<file path="src/rtl/sprite_pos_regs.sv">
// Sprite position register bank with vsync-committed shadow copy and frame counter.
// Define SPRITE_SHADOW_EN for double buffering; otherwise outputs follow the active bank.
module sprite_pos_regs #(
    parameter int POS_W  = 11,
    parameter int FCNT_W = 16
) (
    input  logic             clk,
    input  logic             rst,
    input  logic             we,
    input  logic [3:0]       addr,
    input  logic [31:0]      wdata,
    output logic [31:0]      rdata,
    input  logic             vsync,
    output logic [POS_W-1:0] posx1,
    output logic [POS_W-1:0] posy1,
    output logic [POS_W-1:0] posx2,
    output logic [POS_W-1:0] posy2,
    output logic [POS_W-1:0] posx3,
    output logic [POS_W-1:0] posy3,
    output logic [POS_W-1:0] posx4,
    output logic [POS_W-1:0] posy4,
    output logic [POS_W-1:0] posx5,
    output logic [POS_W-1:0] posy5
);
    localparam int NREG = 10;

    logic [POS_W-1:0]  act_q [NREG];
    logic [POS_W-1:0]  pos   [NREG];
    logic              sync1_q;
    logic              sync2_q;
    logic              hist_q;
    logic              vs_fall;
    logic [FCNT_W-1:0] fcnt_q;
    logic [31:0]       rdata_q;
    logic [31:0]       rdata_d;
    logic              pend_rd;
    logic              unused_wdata;

    assign unused_wdata = ^wdata[31:POS_W];

    // vsync crosses from the pixel domain; idle level is high
    always_ff @(posedge clk or posedge rst) begin
        if (rst) begin
            sync1_q <= 1'b1;
            sync2_q <= 1'b1;
            hist_q  <= 1'b1;
        end else begin
            sync1_q <= vsync;
            sync2_q <= sync1_q;
            hist_q  <= sync2_q;
        end
    end

    assign vs_fall = hist_q & ~sync2_q;

    always_ff @(posedge clk or posedge rst) begin
        if (rst) begin
            fcnt_q <= '0;
        end else if (vs_fall) begin
            fcnt_q <= fcnt_q + FCNT_W'(1);
        end
    end

    always_ff @(posedge clk or posedge rst) begin
        if (rst) begin
            for (int i = 0; i < NREG; i++) begin
                act_q[i] <= '0;
            end
        end else begin
            for (int i = 0; i < NREG; i++) begin
                if (we && addr == 4'(i)) begin
                    act_q[i] <= wdata[POS_W-1:0];
                end
            end
        end
    end

`ifdef SPRITE_SHADOW_EN
    logic [POS_W-1:0] shd_q [NREG];
    logic             pend_q;
    logic             commit;

    assign commit = we && addr == 4'd10 && wdata[0];

    // Copy sees pre-write active values and pre-write pending
    always_ff @(posedge clk or posedge rst) begin
        if (rst) begin
            pend_q <= 1'b0;
            for (int i = 0; i < NREG; i++) begin
                shd_q[i] <= '0;
            end
        end else begin
            if (vs_fall && pend_q) begin
                for (int i = 0; i < NREG; i++) begin
                    shd_q[i] <= act_q[i];
                end
            end
            pend_q <= commit | (pend_q & ~vs_fall);
        end
    end

    assign pend_rd = pend_q;
    assign pos     = shd_q;
`else
    assign pend_rd = 1'b0;
    assign pos     = act_q;
`endif

    always_comb begin
        rdata_d = '0;
        for (int i = 0; i < NREG; i++) begin
            if (addr == 4'(i)) begin
                rdata_d = {{(32-POS_W){act_q[i][POS_W-1]}}, act_q[i]};
            end
        end
        if (addr == 4'd10) begin
            rdata_d = (32'(fcnt_q) << 16) | 32'(pend_rd);
        end
    end

    always_ff @(posedge clk or posedge rst) begin
        if (rst) begin
            rdata_q <= '0;
        end else begin
            rdata_q <= rdata_d;
        end
    end

    assign rdata = rdata_q;

    assign posx1 = pos[0];
    assign posy1 = pos[1];
    assign posx2 = pos[2];
    assign posy2 = pos[3];
    assign posx3 = pos[4];
    assign posy3 = pos[5];
    assign posx4 = pos[6];
    assign posy4 = pos[7];
    assign posx5 = pos[8];
    assign posy5 = pos[9];

endmodule
</file>
<file path="config.mk">
export PLATFORM = sky130hd
export DESIGN_NAME = sprite_pos_regs
export DESIGN_NICKNAME = d
export VERILOG_FILES = /design/src/rtl/sprite_pos_regs.sv
export SDC_FILE = /design/constraint.sdc
export NUM_CORES = 1
export LEC_CHECK = 0
export ABC_AREA = 1
export CORE_UTILIZATION = 65
export CTS_CLUSTER_SIZE = 8
export DETAILED_ROUTE_END_ITERATION = 6
export DONT_BUFFER_PORTS = 1
export PLACE_DENSITY = 0.81
export SLEW_MARGIN = 10
export SYNTH_ARGS = -nofsm -noshare
export SYNTH_HDL_FRONTEND = slang
export SYNTH_SLANG_ARGS = --single-unit
export TNS_END_PERCENT = 100
</file>
<file path="constraint.sdc">
create_clock -name clk -period 9.05 [get_ports clk]
set_input_delay 0.905 -clock clk [delete_from_list [all_inputs] [get_ports clk]]
set_output_delay 0.905 -clock clk [all_outputs]
set_load 0.03 [all_outputs]
</file>
---- Yosys cells after proc, flatten, opt, wreduce, memory -nomap -nowiden ----
Index checks and enable logic that the tools add are counted.
operators by class
  add/sub/neg operators ................... 1
  mux-type cells .......................... 11
  reduce and logical (&&, ||, !) cells .... 11
  bitwise operators ....................... 2
  equality and inequality tests ........... 10
operators with widths
  kind                     count
  $mux W32                 11
  $add A16 B1 Y16 const B  1
  $eq A4 B3 Y1 const B     4
  $eq A4 B4 Y1 const B     3
  $logic_and A1 B1 Y1      10
  $eq A4 B2 Y1 const B     2
  $eq A4 B1 Y1 const B     1
  $logic_not A4 Y1         1
  $and A1 B1 Y1            1
  $not A1 Y1               1
word-level totals
  output and inout port bits .............. 142
  register bits ........................... 161
  input port bits ......................... 40
  logic and storage cells ................. 50

---- Depth between registers and ports, before layout ----
Gate-level depths: netlist (run 1).
  depth in word-level cells ............... 12
  mapped depth ............................ 12
  mapped depth without buffers ............ 11

---- Worst setup path after synthesis (run 1) ----
OpenSTA, ideal clock, no wires.
  kind .................................... in2reg
  from .................................... in addr[2]
  to ...................................... reg rdata_q[22], in the netlist rdata[22]
  data arrival time ....................... 1.867 ns
  stages .................................. 8
  buffers on the path ..................... 1
  setup slack ............................. 7.040 ns
  data required time ...................... 8.907 ns
  setup time .............................. 0.143 ns
  cells stage by stage .................... inv_1 nor2_2 inv_1 nor2_2 nand2_1 nand2_2 buf_2 nand4_1
between the ends
  longest elaborated chain between the ends .. 12
  elaborated cells between the ends (all ways) .. 22
  classes of those cells .................. eq/ne (10); mux (11); reduce/logical (1)
RTL lines
  what                    line  source
  start, declared         10    input logic [3:0] addr,
  $logic_not A4 Y1        112   if (addr == 4'(i)) begin
  $mux W32 (10 in a row)  112
  $mux W32 (*)            116   if (addr == 4'd10) begin
  via rdata_d[22]         35    logic [31:0] rdata_d;
  end signal, assigned    125   rdata_q <= rdata_d;
  end, declared           34    logic [31:0] rdata_q;
The timed path passes the listed nets; every way through them passes the cells marked *.
A chain may end at the register's enable or synchronous reset.

---- Worst setup path after layout (run 1) ----
  from .................................... in addr[1]
  to ...................................... reg act_q, in the netlist posx3[9]
between the ends
  longest elaborated chain between the ends .. 2
RTL lines
  what                           line  source
  $eq A4 B3 Y1                   71    if (we && addr == 4'(i)) begin
  $logic_and A1 B1 Y1            71
  end signal, assigned by index  72    act_q[i] <= wdata[POS_W-1:0];
  end, declared                  27    logic [POS_W-1:0] act_q [NREG];
No other way between the ends.

==> metrics.txt, run 1 <==
Synth area leader=dfrtp_1; Period minus WS final=2.47 ns; Net Sw Frac=38.1%; Core Box Area=0.00986 mm²; skew final=0.0104 ns; Site Rows=36; Worst-path clk slew=0.07 ns; Clock Path Buffers=2; R2R cell count=8; cts bufs inserted=17; outcome=finished clean; Critical Path Fanout Max=22; post_cts resized=0; Routed WL per cell=20.2 µm; WL final=18200 µm; Clk Latency, worst-skew pair=0.54 ns; actual slew at the worst max-slew pin=1.12 ns; VDD IR max=129 µV; vias post-DR=5470; Req. time, crit path=9.48 ns; clock share of power=32.5%; largest net degree at the start of global routing=92; total power=0.00209 W; Worst setup SP type=input pin; DRT iter0 DRCs=452; final core occ=73.7%; worst reg2reg path startpoint=hist_q$_DFF_PP1_; PwrDens=287 mW/mm²; Die X=104 µm; number of flops mapped to enable cells by yosys=0; period utilization=27.3%; Placer Congestion=0.880; routing usage on met1=48.9%; first-pass GRT wire length=28600 µm; count leader, synth=nand2_1; gr ovfl total=0; LEAKAGE=3.61 nW; top post-synthesis cells by area=dfrtp_1 (57%), nand2_1 (14%), o21ai_0 (7.9%); grt met3 use=14.1%; Detail Route Antenna Nets=0; pre-CTS setup slack=6.19 ns; Die Y=104 µm; Finished Layout Cells=899; Post-CTS Setup Inserts=0; CTS sink cnt=156; Post-synth ARST share=100%; Mapped Area=0.00670 mm²; Final Net Count=794; H-tree levels=4; top_reg_cell synth=dfrtp_1; fmax=404 MHz; share of layout cells above drive strength 1=8.36%; WS Path Type=in -> reg; Max transition margin=25.2%; GR Util All Layers=35.7%; Initial DRT Pass Iterations=5; Hold Path Class=in -> async; GRT Max-Usage Layer=met2; RSZ-0062 raised after global routing=false; max-slew violation count=0; met2 GRT Util=51.9%; Yosys cell types=28; Internal=0.00129 W; Max-cap violations=0; ANT cells=0; Seq cells post-synth=156; area fraction of the dominant cell type after synthesis=57.1%; drt drc=0; Comb power frac=9.3%; IO Pins=182; synth warn=0; final hold viol count=0; syn_area_per_cell=8.70 µm²; Reg power frac=58.3%; register area share after synthesis=58.3%; CP Capture Point=posx3[9]$_DFFE_PP0P_; setup TNS=0 ns; Post-Synthesis Cells=771; R2R setup slack=7.06 ns; P&R area growth vs syn=8.51%; antenna violations before repair=0; Root Driver=clkbuf_8; vias in the first global route=5077; Crit. Startpoint=addr[1]; crit path DAT=2.90 ns; Initial Util=68.0%; Placed Cells=867; net switching power=0.000797 W; CTS tree=built; post-DP HPWL=12200 µm; detailed-route vias per instance=6.08; top cells by count, synth=nand2_1 (242), dfrtp_1 (153), o21ai_0 (106); Port Buffers=0; final setup vio count=0; FILL cells=702; Post-CTS Hold Buffers=0; RR Endpoint=fcnt_q[14]$_DFFE_PP0P_; post-route worst setup slack=6.58 ns; die area=0.0107 mm²; syn_nets=812; Crit. End Element=register
## per-stage QoR
stage               instance area (µm²)  hold WS (ns)
floorplan                          6700         0.345
global placement                   6710         0.346
detailed placement                 6710         0.347
CTS                                7270         0.310
global route                       7270         0.329
finish                             7270         0.284
## worst min-delay path by stage
stage,from,endpoint,cells past startpoint
after floorplan,sync1_q$_DFF_PP1_,sync2_q$_DFF_PP1_,0
after global placement,sync1_q$_DFF_PP1_,sync2_q$_DFF_PP1_,0
after detailed placement,sync1_q$_DFF_PP1_,sync2_q$_DFF_PP1_,0
after CTS,rst,rdata[26]$_DFF_PP0_,1
after global routing,rst,rdata[26]$_DFF_PP0_,1
final,rst,rdata[30]$_DFF_PP0_,1
## layout by cell type (no fill, tap or decap), drive strengths merged
cell type,n
a21oi,9
buf,2
bufinv,2
nand4,28
clkinvlp,5
nor3b,1
nand2,243
ha,1
clkbuf,21
or2,14
clkinv,3
xnor2,8
nand3,41
nor2,52
o21ai,110
xor2,6
nor3,4
dfstp,3
inv,57
dfrtp,153
nand3b,2
mux2,1
## registers in the layout, summed over array words and instances (netlist names)
signal / flops
rdata: 27
fcnt_q: 16
posx1: 11
posx2: 11
posx3: 11
posx4: 11
posx5: 11
posy1: 11
posy2: 11
posy3: 11
posy4: 11
posy5: 11
hist_q: 1
sync1_q: 1
sync2_q: 1
## area by class of cell
class / count / area, µm² / share of cell area (%)
clock buffers: 21 / 439 / 6.04
clock inverters: 11 / 121 / 1.67
inverters: 56 / 215 / 2.96
multi-input cells: 520 / 2410 / 33.1
flip-flops and latches: 156 / 3910 / 53.7
well taps: 133 / 166 / 2.29
repair buffers: 2 / 15.0 / 0.206
## critical path, stage by stage
cell     delay (ns)
nor2_1         0.63
nand2_1        0.37
inv_2          0.23
nand2_1        0.40
o21ai_0        0.36
## power by group through the flow
stage          clock network [W]  registers, W  logic, W
2_1_floorplan                  0       0.00117  0.000160
3_3_place_gp                   0       0.00122  0.000176
3_5_place_dp                   0       0.00123  0.000190
4_1_cts                 0.000678       0.00121  0.000194
5_1_grt                 0.000712       0.00123  0.000228
6_report                0.000679       0.00122  0.000194
## logic make-up (layout without fill, tap and decap cells)
group                    count (synthesis)  after routing  synth area share, %
adder cells (fa/ha/maj)                  1              1                0.187
AO/OA/AOI/OAI                          119            119                 8.88
AND/OR/NAND/NOR                        385            385                 24.9
XOR/XNOR                                14             14                 1.83
multiplexers                             1              1                0.168
flip-flops                             156            156                 58.3
buffers and inverters                   95             90                 5.79
## per-layer routing
layer	up-vias	share of wire, %
met5	-	0
met4	0	3.0
met3	50	13
met2	384	44
met1	2592	40
li1	2444	-
Power figures use the tool's default switching activity.
==> run 2: changes to the inputs <==
--- a/config.mk
+++ b/config.mk
@@ -6,11 +6,11 @@
 export NUM_CORES = 1
 export LEC_CHECK = 0
 export ABC_AREA = 1
-export CORE_UTILIZATION = 65
+export CORE_UTILIZATION = 63
 export CTS_CLUSTER_SIZE = 8
 export DETAILED_ROUTE_END_ITERATION = 6
 export DONT_BUFFER_PORTS = 1
-export PLACE_DENSITY = 0.81
+export PLACE_DENSITY = 0.79
 export SLEW_MARGIN = 10
 export SYNTH_ARGS = -nofsm -noshare
 export SYNTH_HDL_FRONTEND = slang
==> constraint.sdc (replaced) <==
create_clock -name clk -period 2.4 [get_ports clk]
set_input_delay 0.24 -clock clk [delete_from_list [all_inputs] [get_ports clk]]
set_output_delay 0.24 -clock clk [all_outputs]
set_load 0.03 [all_outputs]
==> run 2 against run 1 <==
  * The run now ends with design-rule violations left
  * Design area grew 0.89%
  * Largest power group unchanged
  * Utilization decreased by 2.6 points
  * Setup slack got worse by 6.1 ns
  * Count of clock-buffer cells in the layout is 4 lower
==> metrics.txt, run 2 (synthesis gave the netlist of run 1 again) <==
share of layout cells above drive strength 1=9.31% (was 8.36%); Placed Cells=875 (was 867); fmax=519 MHz; Hold Path Class=in -> reg (was in -> async); Die Y=105 µm (was 104 µm); CTS tree=built (unchanged); Req. time, crit path=2.83 ns (was 9.48 ns); CP Buf/Inv Count=1 (unchanged); Crit. End Element=register (unchanged); crit-path most repeated cell=nand2_1 (unchanged); IO Pins=182 (unchanged); Max transition margin=43.6% (was 25.2%); largest net degree at the start of global routing=157 (was 92); post-route worst setup slack=0.475 ns (was 6.58 ns); P&R area growth vs syn=9.48% (was 8.51%); Initial DRT Pass Iterations=7 (was 5); Final Net Count=801 (was 794); outcome=finished, violations left (was finished clean); period utilization=80.2%; Core Box Area=0.0103 mm² (was 0.00986 mm²); VDD IR max=499 µV (was 129 µV); pre-CTS setup slack=0.512 ns (was 6.19 ns); Internal=0.00477 W (was 0.00129 W); CTS sink cnt=156 (unchanged); ANT cells=0 (unchanged); first-pass GRT wire length=28100 µm (was 28600 µm); most common cell after layout, fill and taps aside=nand2_1 (unchanged); final hold viol count=0 (unchanged); failing checks=design-rule violations; Clock Path Buffers=2 (unchanged); Crit path largest cell delay=0.51 ns (was 0.63 ns); Site Rows=37 (was 36); drt drc=1 (was 0); crit path DAT=2.36 ns (was 2.90 ns); max-slew violation count=0 (unchanged); CP Cell Sequence=inv_1 -> nor2_1 -> nand2_1 -> nor2_1 -> nand3b_1 -> nor3b_1 -> nand2_1 -> nand2_1 -> nand2_1 (was nor2_1 -> nand2_1 -> inv_2 -> nand2_1 -> o21ai_0); post-place instance area=0.00677 mm² (was 0.00671 mm²); WS Path Type=reg -> reg (was in -> reg); WL final=17700 µm (was 18200 µm); Net Sw Frac=39.1% (was 38.1%); max reg flops=27 (unchanged); actual slew at the worst max-slew pin=0.846 ns (was 1.12 ns); Period minus WS final=1.93 ns; Clk Latency, worst-skew pair=0.54 ns (about the same); PwrDens=1070 mW/mm² (was 287 mW/mm²); slowest library cell on the worst path=dfstp_2 (was nor2_1); antenna violations before repair=0 (unchanged); H-tree levels=4 (unchanged); detailed-route vias per instance=5.95 (was 6.08); post_cts resized=0 (unchanged); DRT iter0 DRCs=576 (was 452); post-DP HPWL=12100 µm (was 12200 µm); Die X=105 µm (was 104 µm); Reg power frac=58.4% (was 58.3%); cts bufs inserted=17 (unchanged); Finished Layout Cells=909 (was 899); worst reg2reg path startpoint=hist_q$_DFF_PP1_ (unchanged); Initial Util=64.9% (was 68.0%); skew final=0.00633 ns (was 0.0104 ns); Comb power frac=9.4% (was 9.3%); Worst Hold Launch=wdata[9]; Worst setup SP type=register (was input pin); commonest non-fill, non-tap cells in the layout=nand2_1 (242), dfrtp_1 (152), o21ai_0 (106) (unchanged); Port Buffers=0 (unchanged); setup TNS=0 ns (unchanged); Worst-path clk slew=0.07 ns (about the same); final setup vio count=0 (unchanged); vias in the first global route=5100 (was 5077); GR Util All Layers=34.4% (was 35.7%); FILL cells=753 (was 702); Detail Route Antenna Nets=0 (unchanged); die area=0.0111 mm² (was 0.0107 mm²); clock share of power=32.1% (was 32.5%); Crit. Startpoint=hist_q$_DFF_PP1_ (was addr[1]); Placer Congestion=0.892 (was 0.880); hold slack=0.0904 ns (was 0.284 ns); LEAKAGE=3.64 nW (was 3.61 nW); Root Driver=clkbuf_8 (unchanged); family with the most delay on the worst path=simple AND/OR/NAND/NOR gates (unchanged); Critical Path Fanout Max=4 (was 22); Max-cap violations=0 (unchanged); cell area after layout=0.00734 mm² (was 0.00727 mm²); Routed WL per cell=19.4 µm (was 20.2 µm); net switching power=0.00307 W (was 0.000797 W); RSZ-0062 raised after global routing=false (unchanged); gr ovfl total=0 (unchanged); vias post-DR=5407 (was 5470)
-- run 2: changes by cell type in the layout (fill, tap and decap cells not counted), sizes merged --
| cell | delta |
|---|---|
| buf | +5 |
| clkbuf | -4 |
| inv | +4 |
| dlygate4sd3 | +2 |
| bufinv | -1 |
| clkinvlp | +1 |
-- run 2: routing by layer --
| layer | wire length, µm | vias to the layer above | part of all wire (%) | global-route usage, % |
|---|---|---|---|---|
| li1 | - | 2463 | - | - |
| met1 | 7340 | 2563 | 42 | 48.7 |
| met2 | 7850 | 335 | 44 | 49.9 |
| met3 | 1970 | 46 | 11 | 10.6 |
| met4 | 513 | 0 | 2.9 | 13.4 |
| met5 | 0 | - | 0 | 0 |
-- run 2: timing repair --
| action | in CTS | in global routing |
|---|---|---|
| setup buffers | 0 | 0 |
| hold buffers | 2 | 0 |
| hold endpoints to repair | 154 | 0 |
-- run 2: per-stage QoR --
step,utilization [%],power (W)
floorplan,-,0.00501
CTS,71.1,0.00784
finish,71.1,0.00784
detailed placement,65.5,0.00535
global route,71.1,0.00814
global placement,65.5,0.00527
-- run 2: path summary, 6_finish.rpt --
path / to / slack [ns] / cells past startpoint
hold reg to reg: sync2_q$_DFF_PP1_ / 0.36 / 0
min in group asynchronous: rdata[28]$_DFF_PP0_ / 0.38 / 3
setup / recovery: fcnt_q[13]$_DFFE_PP0P_ / 0.47 / 9
hold / removal: posx3[9]$_DFFE_PP0P_ / 0.09 / 2
max in group asynchronous: posx3[2]$_DFFE_PP0P_ / 1.35 / 3
setup reg to reg: fcnt_q[13]$_DFFE_PP0P_ / 0.47 / 9
-- run 2: power by group through the flow --
stage	clock [W]	combinational, W	sequential [W]
6_report	0.00252	0.000739	0.00458
2_1_floorplan	0	0.000606	0.00440
5_1_grt	0.00263	0.000866	0.00464
3_5_place_dp	0	0.000727	0.00462
4_1_cts	0.00253	0.000739	0.00457
3_3_place_gp	0	0.000676	0.00459
-- run 2: cell type report --
| type | count | area [µm²] | share of cell area [%] |
|---|---|---|---|
| Sequential cell | 156 | 3910 | 53.3 |
| Multi-Input combinational cell | 520 | 2410 | 32.8 |
| Clock buffer | 17 | 414 | 5.64 |
| Inverter | 56 | 214 | 2.92 |
| Tap cell | 136 | 170 | 2.32 |
| Clock inverter | 15 | 139 | 1.89 |
| Timing Repair Buffer | 9 | 85.1 | 1.16 |
